## src/rtl/pll_reset_sequencer.sv

```systemverilog
// -----------------------------------------------------------------------------
// pll_reset_sequencer
//
// Brings a PLL out of reset. It pulses the PLL reset pin, waits for LOCK, and
// requires LOCK to stay up for a qualification window before it releases the
// system reset. An attempt that does not reach RUN within the lock timeout is
// retried. Once MAX_RETRIES attempts have timed out the sequencer parks in FAIL
// until it sees a restart request or rst_n. A lock loss while in RUN is counted
// and the sequence starts again.
//
// Ports
//   clk        in   reference clock (PLL input clock); rising edge only
//   rst_n      in   asynchronous active-low reset
//   pll_lock   in   PLL LOCK, asynchronous to clk; passes through a 2-flop sync
//   restart    in   single-cycle synchronous restart request, highest priority
//   pll_reset  out  PLL RESET pin, active-high
//   sys_rst_n  out  system reset, active-low, released only in RUN
//   locked_ok  out  high only in RUN
//   fail       out  high only in FAIL
//   retry_cnt  out  timed-out attempts in the current sequence
//   loss_cnt   out  lock losses seen in RUN, saturates at 255
//   state      out  current state encoding
//
// state     | meaning
// ----------+--------------------------------------------------------------
// RESET_PLL | pll_reset held high for RESET_CYCLES cycles
// WAIT_LOCK | waiting for the synced lock; timeout counter running
// STABLE    | lock must stay high LOCK_STABLE_CYCLES cycles; timeout running
// RUN       | system reset released; lock loss restarts the sequence
// FAIL      | retries exhausted; waits for restart or rst_n
// -----------------------------------------------------------------------------
module pll_reset_sequencer #(
  parameter int RESET_CYCLES        = 16,
  parameter int LOCK_STABLE_CYCLES  = 1024,
  parameter int LOCK_TIMEOUT_CYCLES = 65536,
  parameter int MAX_RETRIES         = 3
) (
  input  logic       clk,
  input  logic       rst_n,
  input  logic       pll_lock,
  input  logic       restart,
  output logic       pll_reset,
  output logic       sys_rst_n,
  output logic       locked_ok,
  output logic       fail,
  output logic [3:0] retry_cnt,
  output logic [7:0] loss_cnt,
  output logic [2:0] state
);

  typedef enum logic [2:0] {
    RESET_PLL = 3'd0,
    WAIT_LOCK = 3'd1,
    STABLE    = 3'd2,
    RUN       = 3'd3,
    FAIL      = 3'd4
  } state_e;

  // Counters hold at most PARAM-1, so PARAM+1 keeps the width >= 1 bit.
  localparam int RC_W = $clog2(RESET_CYCLES + 1);
  localparam int SC_W = $clog2(LOCK_STABLE_CYCLES + 1);
  localparam int TO_W = $clog2(LOCK_TIMEOUT_CYCLES + 1);

  localparam logic [RC_W-1:0] RC_LAST  = RC_W'(RESET_CYCLES - 1);
  localparam logic [SC_W-1:0] SC_LAST  = SC_W'(LOCK_STABLE_CYCLES - 1);
  localparam logic [TO_W-1:0] TO_LAST  = TO_W'(LOCK_TIMEOUT_CYCLES - 1);
  localparam logic [3:0]      RETRY_MX = 4'(MAX_RETRIES);

  state_e          state_q, state_d;
  logic            sync1_q, lock_s_q;
  logic [RC_W-1:0] rst_cnt_q, rst_cnt_d;
  logic [SC_W-1:0] stab_cnt_q, stab_cnt_d;
  logic [TO_W-1:0] to_cnt_q, to_cnt_d;
  logic [3:0]      retry_q, retry_d;
  logic [7:0]      loss_q, loss_d;
  logic            pll_reset_q, sys_rst_n_q, locked_ok_q, fail_q;
  logic            timeout;
  logic [3:0]      retry_inc;

  // Lock synchronizer.
  always_ff @(posedge clk or negedge rst_n) begin
    if (!rst_n) begin
      sync1_q  <= 1'b0;
      lock_s_q <= 1'b0;
    end else begin
      sync1_q  <= pll_lock;
      lock_s_q <= sync1_q;
    end
  end

  assign timeout   = ((state_q == WAIT_LOCK) || (state_q == STABLE)) &&
                     (to_cnt_q == TO_LAST);
  assign retry_inc = retry_q + 4'd1;

  always_comb begin
    state_d    = state_q;
    rst_cnt_d  = rst_cnt_q;
    stab_cnt_d = stab_cnt_q;
    to_cnt_d   = to_cnt_q;
    retry_d    = retry_q;
    loss_d     = loss_q;

    if (restart) begin
      state_d    = RESET_PLL;
      rst_cnt_d  = '0;
      stab_cnt_d = '0;
      retry_d    = 4'd0;
      // A loss in the same cycle as a restart is still counted.
      if ((state_q == RUN) && !lock_s_q && (loss_q != 8'hFF)) begin
        loss_d = loss_q + 8'd1;
      end
    end else begin
      case (state_q)
        RESET_PLL: begin
          if (rst_cnt_q == RC_LAST) begin
            state_d    = WAIT_LOCK;
            rst_cnt_d  = '0;
            to_cnt_d   = '0;
            stab_cnt_d = '0;
          end else begin
            rst_cnt_d = rst_cnt_q + 1'b1;
          end
        end

        WAIT_LOCK, STABLE: begin
          if (timeout) begin
            // Timeout wins over a lock seen in the same cycle.
            retry_d    = retry_inc;
            state_d    = (retry_inc == RETRY_MX) ? FAIL : RESET_PLL;
            rst_cnt_d  = '0;
            stab_cnt_d = '0;
          end else begin
            to_cnt_d = to_cnt_q + 1'b1;
            if (state_q == WAIT_LOCK) begin
              if (lock_s_q) begin
                state_d    = STABLE;
                stab_cnt_d = '0;
              end
            end else if (!lock_s_q) begin
              // Chatter: requalify, but keep the attempt's timeout running.
              state_d    = WAIT_LOCK;
              stab_cnt_d = '0;
            end else if (stab_cnt_q == SC_LAST) begin
              state_d    = RUN;
              stab_cnt_d = '0;
            end else begin
              stab_cnt_d = stab_cnt_q + 1'b1;
            end
          end
        end

        RUN: begin
          if (!lock_s_q) begin
            state_d   = RESET_PLL;
            rst_cnt_d = '0;
            retry_d   = 4'd0;
            if (loss_q != 8'hFF) begin
              loss_d = loss_q + 8'd1;
            end
          end
        end

        FAIL: begin
          state_d = FAIL;
        end

        default: begin
          state_d   = RESET_PLL;
          rst_cnt_d = '0;
        end
      endcase
    end
  end

  // Outputs are registered from the next state so they always equal a decode
  // of the current state without a combinational path to the pins.
  always_ff @(posedge clk or negedge rst_n) begin
    if (!rst_n) begin
      state_q     <= RESET_PLL;
      rst_cnt_q   <= '0;
      stab_cnt_q  <= '0;
      to_cnt_q    <= '0;
      retry_q     <= 4'd0;
      loss_q      <= 8'd0;
      pll_reset_q <= 1'b1;
      sys_rst_n_q <= 1'b0;
      locked_ok_q <= 1'b0;
      fail_q      <= 1'b0;
    end else begin
      state_q     <= state_d;
      rst_cnt_q   <= rst_cnt_d;
      stab_cnt_q  <= stab_cnt_d;
      to_cnt_q    <= to_cnt_d;
      retry_q     <= retry_d;
      loss_q      <= loss_d;
      pll_reset_q <= (state_d == RESET_PLL);
      sys_rst_n_q <= (state_d == RUN);
      locked_ok_q <= (state_d == RUN);
      fail_q      <= (state_d == FAIL);
    end
  end

  assign pll_reset = pll_reset_q;
  assign sys_rst_n = sys_rst_n_q;
  assign locked_ok = locked_ok_q;
  assign fail      = fail_q;
  assign retry_cnt = retry_q;
  assign loss_cnt  = loss_q;
  assign state     = state_q;

endmodule

```

## config.mk

```make
export PLATFORM = sky130hd
export DESIGN_NAME = pll_reset_sequencer
export DESIGN_NICKNAME = d
export VERILOG_FILES = /design/src/rtl/pll_reset_sequencer.sv
export SDC_FILE = /design/constraint.sdc
export NUM_CORES = 1
export LEC_CHECK = 0
export CAP_MARGIN = 25
export CELL_PAD_IN_SITES_DETAIL_PLACEMENT = 0
export CELL_PAD_IN_SITES_GLOBAL_PLACEMENT = 1
export CORE_ASPECT_RATIO = 1.25
export CORE_MARGIN = 4
export CORE_UTILIZATION = 41
export CTS_CLUSTER_SIZE = 28
export DETAILED_ROUTE_END_ITERATION = 10
export GPL_TIMING_DRIVEN = 0
export PLACE_DENSITY_LB_ADDON = 0.08
export SLEW_MARGIN = 25
export SYNTH_ARGS = -nofsm -noshare
export SYNTH_HDL_FRONTEND = slang
export SYNTH_SLANG_ARGS = --single-unit
export TNS_END_PERCENT = 50
```

## constraint.sdc

```tcl
create_clock -name clk -period 2.64 [get_ports clk]
set_clock_uncertainty 0.1 [all_clocks]
set_input_delay 0.528 -clock clk [delete_from_list [all_inputs] [get_ports clk]]
set_output_delay 0.528 -clock clk [all_outputs]
set_load 0.05 [all_outputs]
```

# Yosys cells after proc, flatten, opt, wreduce, memory -nomap -nowiden
# Cells that the tools add are included.
[word_totals]
output_inout_bits = 19
in_bits = 4
reg_bits = 53
elab_cells = 90
[op_classes]
bitwise = 1
eq_ne = 20
n_addsub = 5
mux = 35
n_reduce_logical = 18
[op_table]
columns = ["cell", "count"]
rows = [
  ["$mux 11", 7],
  ["$mux 8", 5],
  ["$mux 17", 2],
  ["$pmux 17 s2", 1],
  ["$mux 3", 9],
  ["$pmux 11 s2", 1],
  ["$mux 5", 4],
  ["$pmux 5 s4", 1],
  ["$add 17x1->17 const B", 1],
  ["$eq 17x16->1 const B", 1],
  ["$mux 4", 3],
  ["$pmux 3 s4", 1],
  ["$add 11x1->11 const B", 1],
  ["$eq 11x10->1 const B", 1],
  ["$eq 3x2->1 const B", 3],
  ["$ne 3x3->1 const B", 3],
  ["$reduce_and 3->1", 3],
  ["$add 8x1->8 const B", 1],
  ["$ne 2x2->1 const B", 4],
  ["$ne 8x8->1 const B", 1],
  ["$pmux 4 s2", 1],
  ["$reduce_and 4->1", 2],
  ["$eq 3x3->1 const B", 2],
  ["$logic_not 3->1", 2],
  ["14 further kinds", 19],
]

# Depth between registers and ports, before layout
[logic_depth]
word_depth = 8
mapped_depth = 12
mapped_depth_nobuf = 10

# Worst setup path before layout
# No wires, ideal clock.
[synth_path]
path_kind = "reg-to-reg"
start = "register to_cnt_q[0]"
end = "register pll_reset_q (netlist: pll_reset)"
synth_period_minus_slack_ns = 2.695
t_required_ns = 2.419
setup_time_ns = 0.121
setup_slack_ns = -0.055
arrival_ns = 2.473
path_stages_with_launch = 12
n_path_buf = 1
cell_sequence = "dfrtp_1 ha_1 nand2_1 nor2_1 nand4_1 nor2_1 ha_1 clkbuf_1 inv_1 maj3_1 and4_1 a2111oi_0"
[synth_between]
elab_chain_len = 6
[synth_rtl]
columns = ["element", "line", "rtl"]
rows = [
  ["start, declared", "73", "logic [TO_W-1:0] to_cnt_q, to_cnt_d;"],
  ["start signal, assigned", "193", "to_cnt_q <= to_cnt_d;"],
  ["$eq 17x16->1", "92", "(to_cnt_q == TO_LAST);"],
  ["$logic_and 1x1->1", "91", "assign timeout = ((state_q == WAIT_LOCK) || (state_q == STABLE)) &&"],
  ["$mux 3", "126", "if (timeout) begin"],
  ["$pmux 3 s4", "113", "case (state_q)"],
  ["$mux 3", "103", "if (restart) begin"],
  ["named net state_d[1]", "69", "state_e state_q, state_d;"],
  ["$logic_not 3->1", "196", "pll_reset_q <= (state_d == RESET_PLL);"],
  ["end signal, assigned", "196", ""],
  ["end, declared", "76", "logic pll_reset_q, sys_rst_n_q, locked_ok_q, fail_q;"],
]
# The timed path passes the listed nets, and every way through them passes these cells.
# A chain may end at the register's enable or synchronous reset.

# Final worst setup path
[layout_path]
start = "register to_cnt_q[9]"
end = "register stab_cnt_q[8]"
[layout_between]
elab_chain_len = 5
elab_cells_between_ends = 7
cone_classes = "2 x eq/ne; 3 x mux; 2 x reduce/logical"
[layout_rtl]
columns = ["element", "line", "rtl"]
rows = [
  ["$eq 17x16->1 *", "92", ""],
  ["$logic_and 1x1->1 *", "91", ""],
  ["$mux 11", "126", ""],
  ["$pmux 11 s2", "113", ""],
  ["$mux 11", "103", ""],
  ["end signal, assigned", "192", "stab_cnt_q <= stab_cnt_d;"],
  ["end, declared", "72", "logic [SC_W-1:0] stab_cnt_q, stab_cnt_d;"],
]
# Mark *: on every way between the ends. The rest lies on a longest branch, timed or not.

==> flow_summary.ini <==
[drt]
route.detailed.drc = 0
avgRoutedWirePerCell_um = 16.3
iteration_count_of_the_initial_detailed_routing_pass = 4
drt_iter0_markers = 121
route.final.wire_length_um = 7360
antenna_violating_nets_post_route = 0
route.vias.total = 2655
detail_route.vias_per_cell = 5.89

[placement]
weighted_congestion_reported_at_the_end_of_routability_driven_placement = 0.796
portBuffers = 22
dp_hpwl_um = 5010
placedCellCount = 433

[synth]
ys_dominant_reg_cell = sky130_fd_sc_hd__dfrtp_1
synth_edf_count = 0
syn_nets = 331
syn_avg_cell_area_um2 = 9.32
netlist_area_um2 = 2980
netlist_instances = 320
yosysUniqueCellTypes = 62
ys_ff_latch = 53
yosysWarningCount = 0
async_flop_share_pct = 100
synth.yosys.seq_area_share_pct = 44.5

[layout]
fin_cells = 451
syn2layout_area_growth_pct = 21.1
net_count_reported_at_finish = 371
final_layout_size_suffix_gt1_share_pct = 13.0
insertedDiodeCount = 0

[power_and_ir_drop]
power_density_nw_per_um2 = 405
vdd_drop_max_mv = 0.201
p_leak_uw = 0.00144

[setup_path]
critPathLaunchType = flip-flop
worst-endpoint-required_ns = 2.74
path_cells = and4_4, and3_4, nand4_1, nor2_1, ha_2, buf_8, o21bai_1, a221o_2, and2_4, a22o_1
cp_bufs_invs = 1
slowest_delay_ns = 0.46
cp_max_fo = 9
critical_path_end_type = flip-flop
path_class = flip-flop to flip-flop
critical_path_cell_count = 10
reg2regPathDepth = 10
arrival_ns = 2.66
crit_slowest_cell = sky130_fd_sc_hd__a221o_2
worst_path_dominant_cell_family = simple AND/OR/NAND/NOR gates

[hold_path]
min_path_cells = 0
holdCritPathClass = flip-flop to flip-flop

[global_routing]
grt_antenna_before_repair = 0
grt_first_pass_wirelength_um = 12400
number_of_global_route_vias_before_repair = 2556
pin_count_of_the_biggest_net_entering_global_routing = 52
grt_overflow = 0
groute.usage.overall_pct = 17.6

[timing]
setup_viol = 0
min_period_over_period_pct = 96.9
final_report_max_slew_violation_count = 0
finalHoldViolCount = 0
layout_min_cycle_time_ns = 2.56
finalHoldWorstSlack_ns = 0.283
highest_attainable_clock_frequency_ghz = 0.391
worst_slew_margin_rel_pct = 40.4
max_slew.worst_pin.slew_ns = 0.888

[clocking]
clkLatencyLatePin_ns = 0.31
cts_tree = built
clock_tree.htree_level_count = 2
clkTransAtPathRegs_ns = 0.09
numClockSinks = 53
clk_path_buf_depth = 2
clock_tree_root_buffer_cell = sky130_fd_sc_hd__clkbuf_8
cts_buffers = 5

[die]
area_enclosed_by_the_die_boundary_um2 = 8710
initial_core_utilization_pct = 42.5
die_w_um = 84.3
floorplan.rows = 34
core_area_um2 = 7020
die_y_extent_um = 103
floorplan.io_pins = 23

[run]
max_cap_violations = 0

[status]
outcome = finished clean
==> worst paths after layout <==
path / endpoint / from / slack, ns
worst max-delay path: stab_cnt_q[8]$_DFFE_PN0P_ / to_cnt_q[9]$_DFFE_PN0P_ / 0.08
worst min-delay path: lock_s_q$_DFF_PN0_ / sync1_q$_DFF_PN0_ / 0.28
max in group asynchronous: pll_reset$_DFF_PN1_ / rst_n / 1.52
min in group asynchronous: retry_cnt[1]$_DFFE_PN0P_ / rst_n / 0.45
worst max register to register: stab_cnt_q[8]$_DFFE_PN0P_ / to_cnt_q[9]$_DFFE_PN0P_ / 0.08
worst min register to register: lock_s_q$_DFF_PN0_ / sync1_q$_DFF_PN0_ / 0.28
==> sequential cells by signal (all words and copies together), names as in the netlist <==
register / count
loss_cnt: 8
rst_cnt_q: 5
state: 3
locked_ok: 1
sync1_q: 1
lock_s_q: 1
fail: 1
pll_reset: 1
stab_cnt_q: 11
to_cnt_q: 17
retry_cnt: 4
==> cells by family after synthesis <==
| kind of cell | synth area share, % |
|---|---|
| AOI/OAI and AO/OA | 20.5 |
| adders and majority gates | 3.27 |
| buffers and inverters | 3.65 |
| xor gates and xnor gates | 2.94 |
| muxes | 1.43 |
| and+or+nand+nor | 23.7 |
| DFF | 44.5 |
==> per-stage QoR <==
step	setup TNS [ns]	setup WS (ns)	instance area [um^2]	total power (uW)	util, %
floorplan	0	0.0623	2980	929	-
global placement	-45.80	-0.759	3320	973	47.3
detailed placement	-7.34	-0.434	3340	980	47.6
CTS	0	0.00130	3510	1490	50.1
global route	-0.0558	-0.0181	3610	1540	51.4
finish	0	0.0831	3610	1460	51.4
==> layout make-up <==
type / count / area [um^2]
buffer: 14 / 83.8
clock buffer: 8 / 90.1
fill: 669 / 3410
inverter: 10 / 37.5
multi-input combinational: 242 / 1630
sequential: 53 / 1330
tap: 90 / 113
timing repair buffer: 34 / 330
==> layer usage <==
layer | global-route usage, % | part of all wire, %
met1 | 22.4 | 47
met3 | 2.61 | 3.2
met5 | 0 | 0
met4 | 4.70 | 0.98
met2 | 31.5 | 49
==> Yosys cell counts, types with 2 or more instances <==
| library cell | count | area [um^2] |
|---|---|---|
| sky130_fd_sc_hd__a311oi_1 | 3 | 26.3 |
| sky130_fd_sc_hd__nand4_1 | 12 | 75.1 |
| sky130_fd_sc_hd__buf_2 | 3 | 15.0 |
| sky130_fd_sc_hd__xnor2_1 | 7 | 61.3 |
| sky130_fd_sc_hd__and2_1 | 3 | 18.8 |
| sky130_fd_sc_hd__a21boi_0 | 3 | 22.5 |
| sky130_fd_sc_hd__a41oi_1 | 2 | 17.5 |
| sky130_fd_sc_hd__nor2b_1 | 3 | 18.8 |
| sky130_fd_sc_hd__or4_1 | 2 | 15.0 |
| sky130_fd_sc_hd__o21a_1 | 2 | 15.0 |
| sky130_fd_sc_hd__a21oi_1 | 11 | 55.1 |
| sky130_fd_sc_hd__and3_1 | 7 | 43.8 |
| sky130_fd_sc_hd__a2111oi_0 | 3 | 26.3 |
| sky130_fd_sc_hd__o211ai_1 | 6 | 45.0 |
| sky130_fd_sc_hd__mux2i_1 | 2 | 20.0 |
| sky130_fd_sc_hd__mux2_2 | 2 | 22.5 |
| sky130_fd_sc_hd__o31ai_1 | 11 | 82.6 |
| sky130_fd_sc_hd__xor2_1 | 3 | 26.3 |
| sky130_fd_sc_hd__a21o_1 | 4 | 30.0 |
| sky130_fd_sc_hd__nand3b_1 | 2 | 15.0 |
| sky130_fd_sc_hd__nand2_1 | 31 | 116 |
| sky130_fd_sc_hd__a211o_1 | 4 | 35.0 |
| sky130_fd_sc_hd__inv_1 | 9 | 33.8 |
| sky130_fd_sc_hd__nand3_1 | 27 | 135 |
| sky130_fd_sc_hd__a31oi_1 | 8 | 50.1 |
| sky130_fd_sc_hd__clkbuf_1 | 9 | 33.8 |
| sky130_fd_sc_hd__dfrtp_1 | 52 | 1300 |
| sky130_fd_sc_hd__nor4_1 | 3 | 18.8 |
| sky130_fd_sc_hd__nor3_1 | 12 | 60.1 |
| sky130_fd_sc_hd__o311ai_0 | 3 | 26.3 |
| sky130_fd_sc_hd__ha_1 | 7 | 87.6 |
| sky130_fd_sc_hd__nand2b_1 | 4 | 25.0 |
| sky130_fd_sc_hd__and4_1 | 3 | 26.3 |
| sky130_fd_sc_hd__o21ai_0 | 15 | 75.1 |
| sky130_fd_sc_hd__nor2_1 | 14 | 52.6 |
| sky130_fd_sc_hd__a221oi_1 | 2 | 17.5 |
==> cell usage in the layout (no fill, tap or decap), types with 7 or more instances in the layout <==
master	instances
sky130_fd_sc_hd__a21oi_1	10
sky130_fd_sc_hd__a31oi_1	8
sky130_fd_sc_hd__buf_4	12
sky130_fd_sc_hd__clkbuf_1	7
sky130_fd_sc_hd__clkdlybuf4s50_1	21
sky130_fd_sc_hd__dfrtp_1	52
sky130_fd_sc_hd__inv_1	9
sky130_fd_sc_hd__nand2_1	30
sky130_fd_sc_hd__nand3_1	26
sky130_fd_sc_hd__nand4_1	12
sky130_fd_sc_hd__nor2_1	12
sky130_fd_sc_hd__nor3_1	12
sky130_fd_sc_hd__o21ai_0	15
sky130_fd_sc_hd__o31ai_1	11
sky130_fd_sc_hd__xnor2_1	7
==> timing repair <==
| item | 4_1_cts | 5_1_grt |
|---|---|---|
| hold buffers | 1 | 0 |
| gates cloned | 0 | 0 |
| hold endpoints to repair | 2 | 0 |
| gates resized for setup | 12 | 17 |
| buffers inserted | 4 | 6 |
| setup endpoints to repair | 37 | 24 |
| pin swaps | 1 | 5 |
==> report_power, final <==
part / switching (uW) / internal (uW)
clock network: 266 / 215
logic: 71.7 / 50.5
registers: 24.8 / 834
Note: power is estimated with default switching activity, not from simulation.
